`src/rtl/queue_occupancy_counter.sv`:
```
// ---------------------------------------------------------------------------
// queue_occupancy_counter
//
// Turns raw, asynchronous, active-low arrival/departure sensor pulses into a
// saturating occupancy count. Each sensor goes through a reset-to-1
// synchroniser, then a stable-level debounce filter, then falling-edge
// detection. The resulting events drive a counter clamped to
// [0, CAPACITY], with peak tracking and sticky overflow/underflow flags.
//
// Parameters
//   WIDTH            width of stateOutput / peakCount
//   CAPACITY         maximum occupancy (1 .. 2^WIDTH-1)
//   SYNC_STAGES      synchroniser flops per sensor (>= 2)
//   DEBOUNCE_CYCLES  consecutive differing clocks before the filtered level
//                    follows the synchronised level (>= 1)
//
// Ports
//   clk           rising-edge system clock
//   reset         asynchronous active-low reset
//   upSignal      arrival sensor, idle high, low pulse = one arrival
//   downSignal    departure sensor, idle high, low pulse = one departure
//   errClear      synchronous clear of both sticky error flags
//   stateOutput   current occupancy (registered)
//   peakCount     highest occupancy since reset (registered)
//   full          stateOutput == CAPACITY
//   empty         stateOutput == 0
//   arriveStrobe  one-cycle pulse on the edge an arrival changes the count
//   departStrobe  one-cycle pulse on the edge a departure changes the count
//   overflowErr   sticky: an arrival was rejected at CAPACITY
//   underflowErr  sticky: a departure was rejected at 0
//
// There is no valid/ready handshake: events are single-cycle pulses that are
// always consumed on the edge after the filtered level falls.
// ---------------------------------------------------------------------------
module queue_occupancy_counter #(
  parameter int WIDTH           = 3,
  parameter int CAPACITY        = 7,
  parameter int SYNC_STAGES     = 2,
  parameter int DEBOUNCE_CYCLES = 4
) (
  input  logic             clk,
  input  logic             reset,
  input  logic             upSignal,
  input  logic             downSignal,
  input  logic             errClear,
  output logic [WIDTH-1:0] stateOutput,
  output logic [WIDTH-1:0] peakCount,
  output logic             full,
  output logic             empty,
  output logic             arriveStrobe,
  output logic             departStrobe,
  output logic             overflowErr,
  output logic             underflowErr
);

  localparam int CW = (DEBOUNCE_CYCLES < 2) ? 1 : $clog2(DEBOUNCE_CYCLES + 1);
  localparam logic [CW-1:0]    CNT_LAST = CW'(DEBOUNCE_CYCLES - 1);
  localparam logic [WIDTH-1:0] CAP_W    = WIDTH'(CAPACITY);

  // Index 0 = arrival sensor, index 1 = departure sensor.
  logic [1:0] pad;
  logic [1:0] fall;

  assign pad = {downSignal, upSignal};

  for (genvar s = 0; s < 2; s++) begin : g_sensor
    logic [SYNC_STAGES-1:0] sync_q;
    logic                   filt_q;
    logic                   filt_d_q;
    logic [CW-1:0]          cnt_q;
    logic                   sync_lvl;

    assign sync_lvl = sync_q[SYNC_STAGES-1];

    always_ff @(posedge clk or negedge reset) begin
      if (!reset) begin
        sync_q   <= '1;
        filt_q   <= 1'b1;
        filt_d_q <= 1'b1;
        cnt_q    <= '0;
      end else begin
        sync_q   <= {sync_q[SYNC_STAGES-2:0], pad[s]};
        filt_d_q <= filt_q;
        if (sync_lvl != filt_q) begin
          // The DEBOUNCE_CYCLES-th consecutive differing clock commits the
          // new level; any agreeing clock in between restarts the run.
          if (cnt_q == CNT_LAST) begin
            filt_q <= sync_lvl;
            cnt_q  <= '0;
          end else begin
            cnt_q <= cnt_q + 1'b1;
          end
        end else begin
          cnt_q <= '0;
        end
      end
    end

    // Registered previous level keeps the event one edge behind the filter,
    // which gives the SYNC + DEBOUNCE + 1 pad-to-count latency.
    assign fall[s] = filt_d_q & ~filt_q;
  end

  logic             arrive;
  logic             depart;
  logic [WIDTH-1:0] state_next;
  logic [WIDTH-1:0] peak_next;
  logic             arrive_next;
  logic             depart_next;
  logic             ovf_set;
  logic             udf_set;

  assign arrive = fall[0];
  assign depart = fall[1];

  always_comb begin
    state_next  = stateOutput;
    arrive_next = 1'b0;
    depart_next = 1'b0;
    ovf_set     = 1'b0;
    udf_set     = 1'b0;
    // Simultaneous arrival and departure cancel: no change, no error.
    if (arrive && !depart) begin
      if (stateOutput < CAP_W) begin
        state_next  = stateOutput + 1'b1;
        arrive_next = 1'b1;
      end else begin
        ovf_set = 1'b1;
      end
    end else if (depart && !arrive) begin
      if (stateOutput != '0) begin
        state_next  = stateOutput - 1'b1;
        depart_next = 1'b1;
      end else begin
        udf_set = 1'b1;
      end
    end
    peak_next = (state_next > peakCount) ? state_next : peakCount;
  end

  always_ff @(posedge clk or negedge reset) begin
    if (!reset) begin
      stateOutput  <= '0;
      peakCount    <= '0;
      arriveStrobe <= 1'b0;
      departStrobe <= 1'b0;
      overflowErr  <= 1'b0;
      underflowErr <= 1'b0;
    end else begin
      stateOutput  <= state_next;
      peakCount    <= peak_next;
      arriveStrobe <= arrive_next;
      departStrobe <= depart_next;
      // Setting takes priority over a clear in the same cycle.
      if (ovf_set)       overflowErr <= 1'b1;
      else if (errClear) overflowErr <= 1'b0;
      if (udf_set)       underflowErr <= 1'b1;
      else if (errClear) underflowErr <= 1'b0;
    end
  end

  assign full  = (stateOutput == CAP_W);
  assign empty = (stateOutput == '0);

endmodule

```
`config.mk`:
```
export PLATFORM = sky130hd
export DESIGN_NAME = queue_occupancy_counter
export DESIGN_NICKNAME = d
export VERILOG_FILES = /design/src/rtl/queue_occupancy_counter.sv
export SDC_FILE = /design/constraint.sdc
export NUM_CORES = 1
export LEC_CHECK = 0
export CORE_AREA = 2 2 48 50
export CTS_BUF_LIST = sky130_fd_sc_hd__clkbuf_2
export DETAILED_ROUTE_END_ITERATION = 6
export DIE_AREA = 0 0 50 52
export PLACE_DENSITY = 0.78
export SLEW_MARGIN = 20
export SYNTH_ARGS = -nofsm -noshare
export SYNTH_HDL_FRONTEND = slang
export SYNTH_SLANG_ARGS = --single-unit
```
`constraint.sdc`:
```
create_clock -name clk -period 3.5 [get_ports clk]
set_input_delay 0.7 -clock clk [delete_from_list [all_inputs] [get_ports clk]]
set_output_delay 0.7 -clock clk [all_outputs]
set_load 0.02 [all_outputs]
```
-- Yosys cells after proc, flatten, opt, wreduce, memory -nomap -nowiden
Cells that the tools add are included.
- register bits after elaboration: 24
- input port bits: 5
- output and inout bits: 12
- word-level logic and storage cells: 60
- add/subtract/negate cells: 4
- order comparisons: 2
- equality and inequality tests: 5
- mux-type cells: 21
- bitwise gates (word level): 4
- reductions and logical operators: 10
- operator list (operator ; number):
    2-to-1 mux 3 bit ; 8
    2-to-1 mux 1 bit ; 13
    adder 3 x 1 -> 3 bit (second input constant) ; 3
    equality test 3 x 2 -> 1 bit (second input constant) ; 2
    AND reduction 2 bit ; 2
    nonzero test 2 bit ; 2
    equality test 3 bit (second input constant) ; 1
    > comparator 3 bit ; 1
    zero test 3 bit ; 1
    less-than comparator 3 bit (second input constant) ; 1
    nonzero test 3 bit ; 1
    subtractor 3 x 1 -> 3 bit (second input constant) ; 1
    AND 1 bit ; 2
    logical AND 1 bit ; 2
    zero test 1 bit ; 2
    inequality test 1 bit ; 2
    NOT 1 bit ; 2

-- Longest topological paths before layout
Gate-level depths: netlist of run 1.
- depth after elaboration: 7
- mapped depth: 13
- depth with buffers taken out: 13

-- Worst setup path after synthesis of run 1
Ideal clock, no wire load.
- path kind: register -> register
- start: register stateOutput[0]
- end: register peakCount[0]
- setup time: 125 ps
- data arrival time: 2554 ps
- required time: 3375 ps
- path slack: 822 ps
- cell stages (with the launch flop): 12
- path buffers: 0
- period minus slack after synthesis: 2678 ps
- cell sequence: dfrtp_1 -> inv_1 -> ha_1 -> nor2b_2 -> nor3_4 -> a211oi_1 -> a211oi_2 -> ha_1 -> a21o_1 -> a21oi_1 -> a31oi_1 -> mux2_2
- word-level cells in the longest chain between the ends: 5
- elaborated cells between the ends (all ways): 9
- classes of those cells: add/sub: 2; order compare: 2; mux: 4; reduce/logical: 1
- RTL lines (what ; line ; text):
    from (decl) ; 46 ; output logic [WIDTH-1:0] stateOutput,
    from (signal assigned) ; 150 ; stateOutput <= state_next;
    subtractor 3 x 1 -> 3 bit or nonzero test 3 bit (tied branches) ; 132, 131 ;
    2-to-1 mux 3 bit ; 131 ; if (stateOutput != '0) begin
    2-to-1 mux 3 bit ; 130 ; end else if (depart && !arrive) begin
    2-to-1 mux 3 bit (*) ; 123 ; if (arrive && !depart) begin
    named net state_next[1] ; 106 ; logic [WIDTH-1:0] state_next;
    > comparator 3 bit (*) ; 138 ; peak_next = (state_next > peakCount) ? state_next : peakCount;
    to (signal assigned) ; 151 ; peakCount <= peak_next;
    to (decl) ; 47 ; output logic [WIDTH-1:0] peakCount,
The timed path passes the listed nets; every way through them passes the cells marked *.
A chain may end at the register's enable or synchronous reset.

-- Worst setup path after layout of run 1
- start: register stateOutput[1]
- end: register peakCount[1]
- word-level cells in the longest chain between the ends: 5
- elaborated cells between the ends (all ways): 9
- classes of those cells: add/sub: 2; order compare: 2; mux: 4; reduce/logical: 1
- RTL lines (what ; line):
    branches (longest 3 deep; another with less-than comparator 3 bit) ; --
    2-to-1 mux 3 bit (*) ; 123
    named net state_next[0] ; 106
    > comparator 3 bit (*) ; 138
Mark *: on every way through the listed nets, which the timed path passes.

==> results.cfg, run 1 <==
[yosys]
synth_ff_type = dfrtp_1
synth.avg_cell_area_um2 = 13.13
synth_cell_type_count = 29
synth_fp_nets = 97
synth-edff-count = 0
yosysSeqAreaShare = 0.5603
ys.warnings.count = 0
synthArstFlopShare = 1.000
syn-cell-area_mm2 = 0.001090
synthCells = 83
ys_ff_latch = 24

[critical_path]
cp.arrival_ns = 2.98
startpoint = stateOutput[1]
ff2ff_path_depth = 13
critical-path-max-stage-delay_ns = 0.49
rrSetupSlack_ns = 0.76
crit_type = reg -> reg
r2r_start = stateOutput[1]
crit_path_top_delay_cell = dfrtp_1
start_kind = flop
path_max_fanout = 6
endpoint_kind = flop
worstPathCellList = inv_1 -> ha_1 -> nor2b_2 -> nor3_4 -> o21ai_0 -> o31ai_1 -> inv_1 -> ha_1 -> inv_1 -> a21o_1 -> a21oi_1 -> a31oi_1 -> mux2_2
cpMostUsedCell = inv_1
cp.required_ns = 3.74

[finish]
final_cell_mix = 16 x dfrtp_1, 15 x clkdlybuf4s50_1, 9 x inv_1, 9 x ha_1, 8 x dfstp_2
diodes = 0
drive_gt1_frac = 0.2596
layout.nets = 119
area_growth_pct = 19.86
n_fill_cell = 156
layout_commonest_cell = dfrtp_1

[clock_tree]
cts-resized-gates = 0
numCtsBuffers = 3
clockBufferDepth = 2
clk_latency_ns = 0.32
tritoncts = yes
holdBufCountCts = 0
root_buffer = clkbuf_2
h-tree-depth = 1
cts_setup_buffers = 0
cts.sink_count = 24
path_clk_slew_ns = 0.22

[grt]
grt_pass1_vias = 652
grt.overflow.total = 0
antenna_found_initial = 0
grt_max_degree = 24
grt_pass1_wl_mm = 2.635
track_usage = 0.1356

[sta]
finClkSkew_ns = 0.02033
relSlewSlack = 0.6754
rsz0062_at_grt = no
finalSetupTns_ns = 0
max_freq_ghz = 0.3647
layout_setup_ws_ns = 0.7578
finalSetupViolCount = 0
fin_crit_ns = 2.742
worst_slew_pin_slew_ns = 0.4868
final-max-slew-violation-count = 0
hold_viol = 0
period_share = 0.7835

[routing]
drc = 0
dr.pass1.iters = 3
antenna_left = 0
wl_mm = 1.459
viasPerCell = 5.015
wl_per_cell_um = 11.05
drtIter0Drc = 1
vias = 662

[die]
die_width_um = 50
die_area_mm2 = 0.002600
initial_core_util = 0.5175
row_count = 17
die_y_um = 52
pin_count = 17
core_mm2 = 0.002106

[power]
power_density_mw_per_mm2 = 989.9
seqPwrFrac = 0.370
switching_power_uw = 503.1
power.share.clock = 0.077
p_int_uw = 790.0
p_sw_frac = 0.3891
peakVddDrop_mv = 0.6129
pwr-share-comb = 0.553
leakage_uw = 0.0005921

[run]
maxCapViolations = 0

[placement]
place_congestion = 0.8596
io_buffers = 16
dp_hpwl_mm = 1.155
dp_slack_ns = 0.8073

[min_path]
hp-class = in -> async

[outcome]
outcome = finished, final reports clean
-- routing by layer --
metal | vias to the layer above | wire length, um | track usage
met5 | - | 0 | 0
met4 | 0 | 16 | 0.07870
met3 | 2 | 40 | 0.02011
met2 | 11 | 716 | 0.2259
met1 | 320 | 686 | 0.1679
li1 | 329 | - | -
-- flip-flops by register name, indices dropped and copies added, names as in the netlist --
| name | count |
|---|---|
| g_sensor.cnt_q | 6 |
| g_sensor.sync_q | 4 |
| peakCount | 3 |
| stateOutput | 3 |
| g_sensor.filt_d_q | 2 |
| g_sensor.filt_q | 2 |
| arriveStrobe | 1 |
| departStrobe | 1 |
| overflowErr | 1 |
| underflowErr | 1 |
-- logic make-up (layout without fill, tap and decap cells) --
logic type,Yosys count,count (layout),synth area share
xor gates and xnor gates,2,2,0.01608
buffers and inverters,9,30,0.03100
and+or+nand+nor,22,22,0.1596
muxes,6,6,0.06085
DFF,24,24,0.5603
AOI/OAI and AO/OA,11,11,0.06890
adders and majority gates,9,9,0.1033
-- path summary, 6_finish.rpt --
| kind | to |
|---|---|
| worst min-delay path | peakCount[2] |
| max in group asynchronous | g_sensor[0].filt_d_q |
| worst min register to register | g_sensor[0].sync_q[1] |
| min in group clk | g_sensor[0].sync_q[1] |
| worst max register to register | peakCount[1] |
| worst max-delay path | peakCount[1] |
-- through the flow --
| stage | instance area (um2) | util | total power [uW] | instances | hold WS, ns |
|---|---|---|---|---|---|
| after floorplan | 1090 | - | 993.6 | 83 | 0.3452 |
| after global placement | 1292 | 0.6138 | 1185 | 128 | 0.3462 |
| after detailed placement | 1292 | 0.6138 | 1208 | 128 | 0.3472 |
| after CTS | 1311 | 0.6227 | 1310 | 132 | 0.3719 |
| after global routing | 1306 | 0.6203 | 1402 | 132 | 0.3145 |
| final | 1306 | 0.6203 | 1293 | 132 | 0.2958 |
-- layout make-up --
class | count | area (um2) | share of cell area
multi-input combinational | 50 | 445.4 | 0.3410
sequential | 24 | 610.6 | 0.4674
clock buffer | 3 | 15.01 | 0.01149
inverter | 9 | 33.78 | 0.02586
clock inverter | 1 | 3.754 | 0.002874
timing repair buffer | 17 | 162.7 | 0.1245
tap | 28 | 35.03 | 0.02682
-- cells in the mapped netlist, types with 2 or more instances --
master / count / area [um2]
mux2_2: 5 / 56.30
nor3b_1: 4 / 30.03
a21oi_1: 2 / 10.01
nand3_1: 3 / 15.01
dfstp_2: 8 / 210.2
nor2b_4: 2 / 27.53
nor2_1: 2 / 7.510
nor2b_1: 2 / 12.51
nor3_1: 2 / 10.01
dfrtp_1: 16 / 400.4
o21ai_0: 2 / 10.01
inv_1: 9 / 33.78
ha_1: 9 / 112.6
xnor2_1: 2 / 17.52
-- power by group through the flow --
| stage | sequential (uW) | clock, uW | combinational, uW |
|---|---|---|---|
| after global routing | 494 | 115 | 793 |
| after detailed placement | 487 | 0 | 721 |
| final | 478 | 99.2 | 716 |
| after floorplan | 538 | 0 | 455 |
| after global placement | 479 | 0 | 706 |
| after CTS | 480 | 108 | 722 |
-- worst max-delay path: cells and delay by family (launching register included) --
| family | cells | cell delay (ns) |
|---|---|---|
| buffers and inverters | 3 | 0.22 |
| flip-flops | 1 | 0.49 |
| AO/OA/AOI/OAI | 5 | 0.73 |
| multiplexers | 1 | 0.38 |
| adder cells (fa/ha/maj) | 2 | 0.39 |
| AND/OR/NAND/NOR | 2 | 0.47 |
No activity file was read; power rests on OpenSTA's default activity.
==> run 2, diff against run 1 <==
clock period = 2.8 ns   (was 3.5 ns; I/O delays follow)
==> results.cfg, run 2 (synthesis results as in run 1) <==
[clock_tree]
path_clk_slew_ns = 0.21
clockBufferDepth = 2
holdBufCountCts = 0
h-tree-depth = 1
root_buffer = clkbuf_2
numCtsBuffers = 3
tritoncts = yes
clk_latency_ns = 0.32
cts.sink_count = 24

[critical_path]
worstPathCellList = inv_1 -> ha_1 -> nor2b_2 -> nor3_4 -> a211oi_1 -> a211oi_2 -> ha_1 -> a21o_1 -> a21oi_1 -> a31oi_2 -> mux2_2
start_kind = flop
rrSetupSlack_ns = 0.09
crit_family = compound AO/OA/AOI/OAI gates
cp.required_ns = 3.04
endpoint_kind = flop
crit_buf_inv = 1
cp.arrival_ns = 2.95
crit_type = reg -> reg
crit_path_top_delay_cell = dfrtp_1
cpMostUsedCell = ha_1
critical-path-max-stage-delay_ns = 0.44
path_max_fanout = 5

[power]
peakVddDrop_mv = 0.8830
power_density_mw_per_mm2 = 1341
leakage_uw = 0.0006202

[finish]
n_fill_cell = 157
max_flop_register = g_sensor.cnt_q
layout_commonest_cell = clkdlybuf4s50_1
largest_reg_flops = 6
drive_gt1_frac = 0.3084
fin_util = 0.6518
layout.nets = 122
final_cell_area_mm2 = 0.001373
diodes = 0
largestRegisters = g_sensor.cnt_q (6), g_sensor.sync_q (4)
area_growth_pct = 25.95
final_cell_mix = 16 x clkdlybuf4s50_1, 15 x dfrtp_1, 9 x inv_1, 9 x ha_1, 8 x dfstp_2

[grt]
grt_pass1_wl_mm = 2.815
grt_max_degree = 19
antenna_found_initial = 0
track_usage = 0.1405
grt.overflow.total = 0
grt_pass1_vias = 658

[sta]
period_share = 0.9674
relSlewSlack = 0.5177
worst_slew_pin_slew_ns = 0.7212
max_freq_ghz = 0.3692
finalSetupViolCount = 0
finClkSkew_ns = 0.003274
finalSetupTns_ns = 0
hold_viol = 0
final-max-slew-violation-count = 0
layout_setup_ws_ns = 0.09120
fin_crit_ns = 2.709
hold_ws_ns = 0.3700

[routing]
drtIter0Drc = 1
viasPerCell = 5.096
drc = 0
antenna_left = 0
wl_per_cell_um = 11.90
wl_mm = 1.607
dr.pass1.iters = 3
vias = 688

[die]
die_width_um = 50
die_y_um = 52
core_mm2 = 0.002106
initial_core_util = 0.5175
die_area_mm2 = 0.002600
pin_count = 17
row_count = 17

[placement]
place_congestion = 0.8613
place_area_mm2 = 0.001292
dp_hpwl_mm = 1.215
io_buffers = 16
dp_slack_ns = 0.1117

[outcome]
outcome = finished, final reports clean

[run]
maxCapViolations = 0

[min_path]
hp-class = reg -> reg
## run 2: cell count changes in the layout (fill, tap and decap cells not counted), sizes merged
| cell | previous run | this run |
|---|---|---|
| buf | 2 | 4 |
| bufinv | 0 | 1 |
| clkdlybuf4s50 | 15 | 16 |
| clkinv | 1 | 0 |
## run 2: per-stage QoR
stage,power [uW],std cells
2_1_floorplan,1242,83
3_3_place_gp,1486,128
3_5_place_dp,1517,128
4_1_cts,1747,132
5_1_grt,1989,135
6_report,1841,135
## run 2: power by group
| group | total, uW | internal, uW | switching, uW |
|---|---|---|---|
| clock network | 220 | 123 | 97.2 |
| logic | 1020 | 534 | 490 |
| registers | 597 | 498 | 98.2 |
## run 2: layout make-up
| type | count | area [um2] | area share |
|---|---|---|---|
| Clock buffer | 3 | 15.01 | 0.01094 |
| Multi-Input combinational cell | 50 | 456.7 | 0.3327 |
| Tap cell | 28 | 35.03 | 0.02552 |
| Clock inverter | 1 | 30.03 | 0.02188 |
| Inverter | 9 | 33.78 | 0.02461 |
| Sequential cell | 24 | 611.8 | 0.4458 |
| Timing Repair Buffer | 20 | 190.2 | 0.1386 |
## run 2: worst register-to-register path, delay by kind of cell (launching register included)
kind            cells  cell delay, ns
mux                 1            0.37
flops               1            0.44
fa+ha+maj           2            0.52
buf+inv             1            0.14
compound gates      5            0.84
simple gates        2            0.33
## run 2: path summary, 6_finish.rpt
check                                   endpoint                  start  cells past startpoint
max                                 peakCount[2]         stateOutput[0]                     11
min                        g_sensor[1].sync_q[1]  g_sensor[1].sync_q[0]                      0
max reg2reg                         peakCount[2]         stateOutput[0]                     11
min reg2reg                g_sensor[1].sync_q[1]  g_sensor[1].sync_q[0]                      0
max in group asynchronous         stateOutput[1]                  reset                      2
min in group asynchronous           peakCount[2]                  reset                      1
## run 2: per-layer routing
metal	GRT usage	part of all wire	routed length, um
met5	0	0	0
met4	0.05556	0.0062	10
met3	0.02011	0.032	52
met2	0.2368	0.53	847
met1	0.1829	0.43	696
## run 2: timing repair
item,in CTS,in global routing
buffers inserted,0,3
setup endpoints to repair,0,3
gates resized for setup,0,3
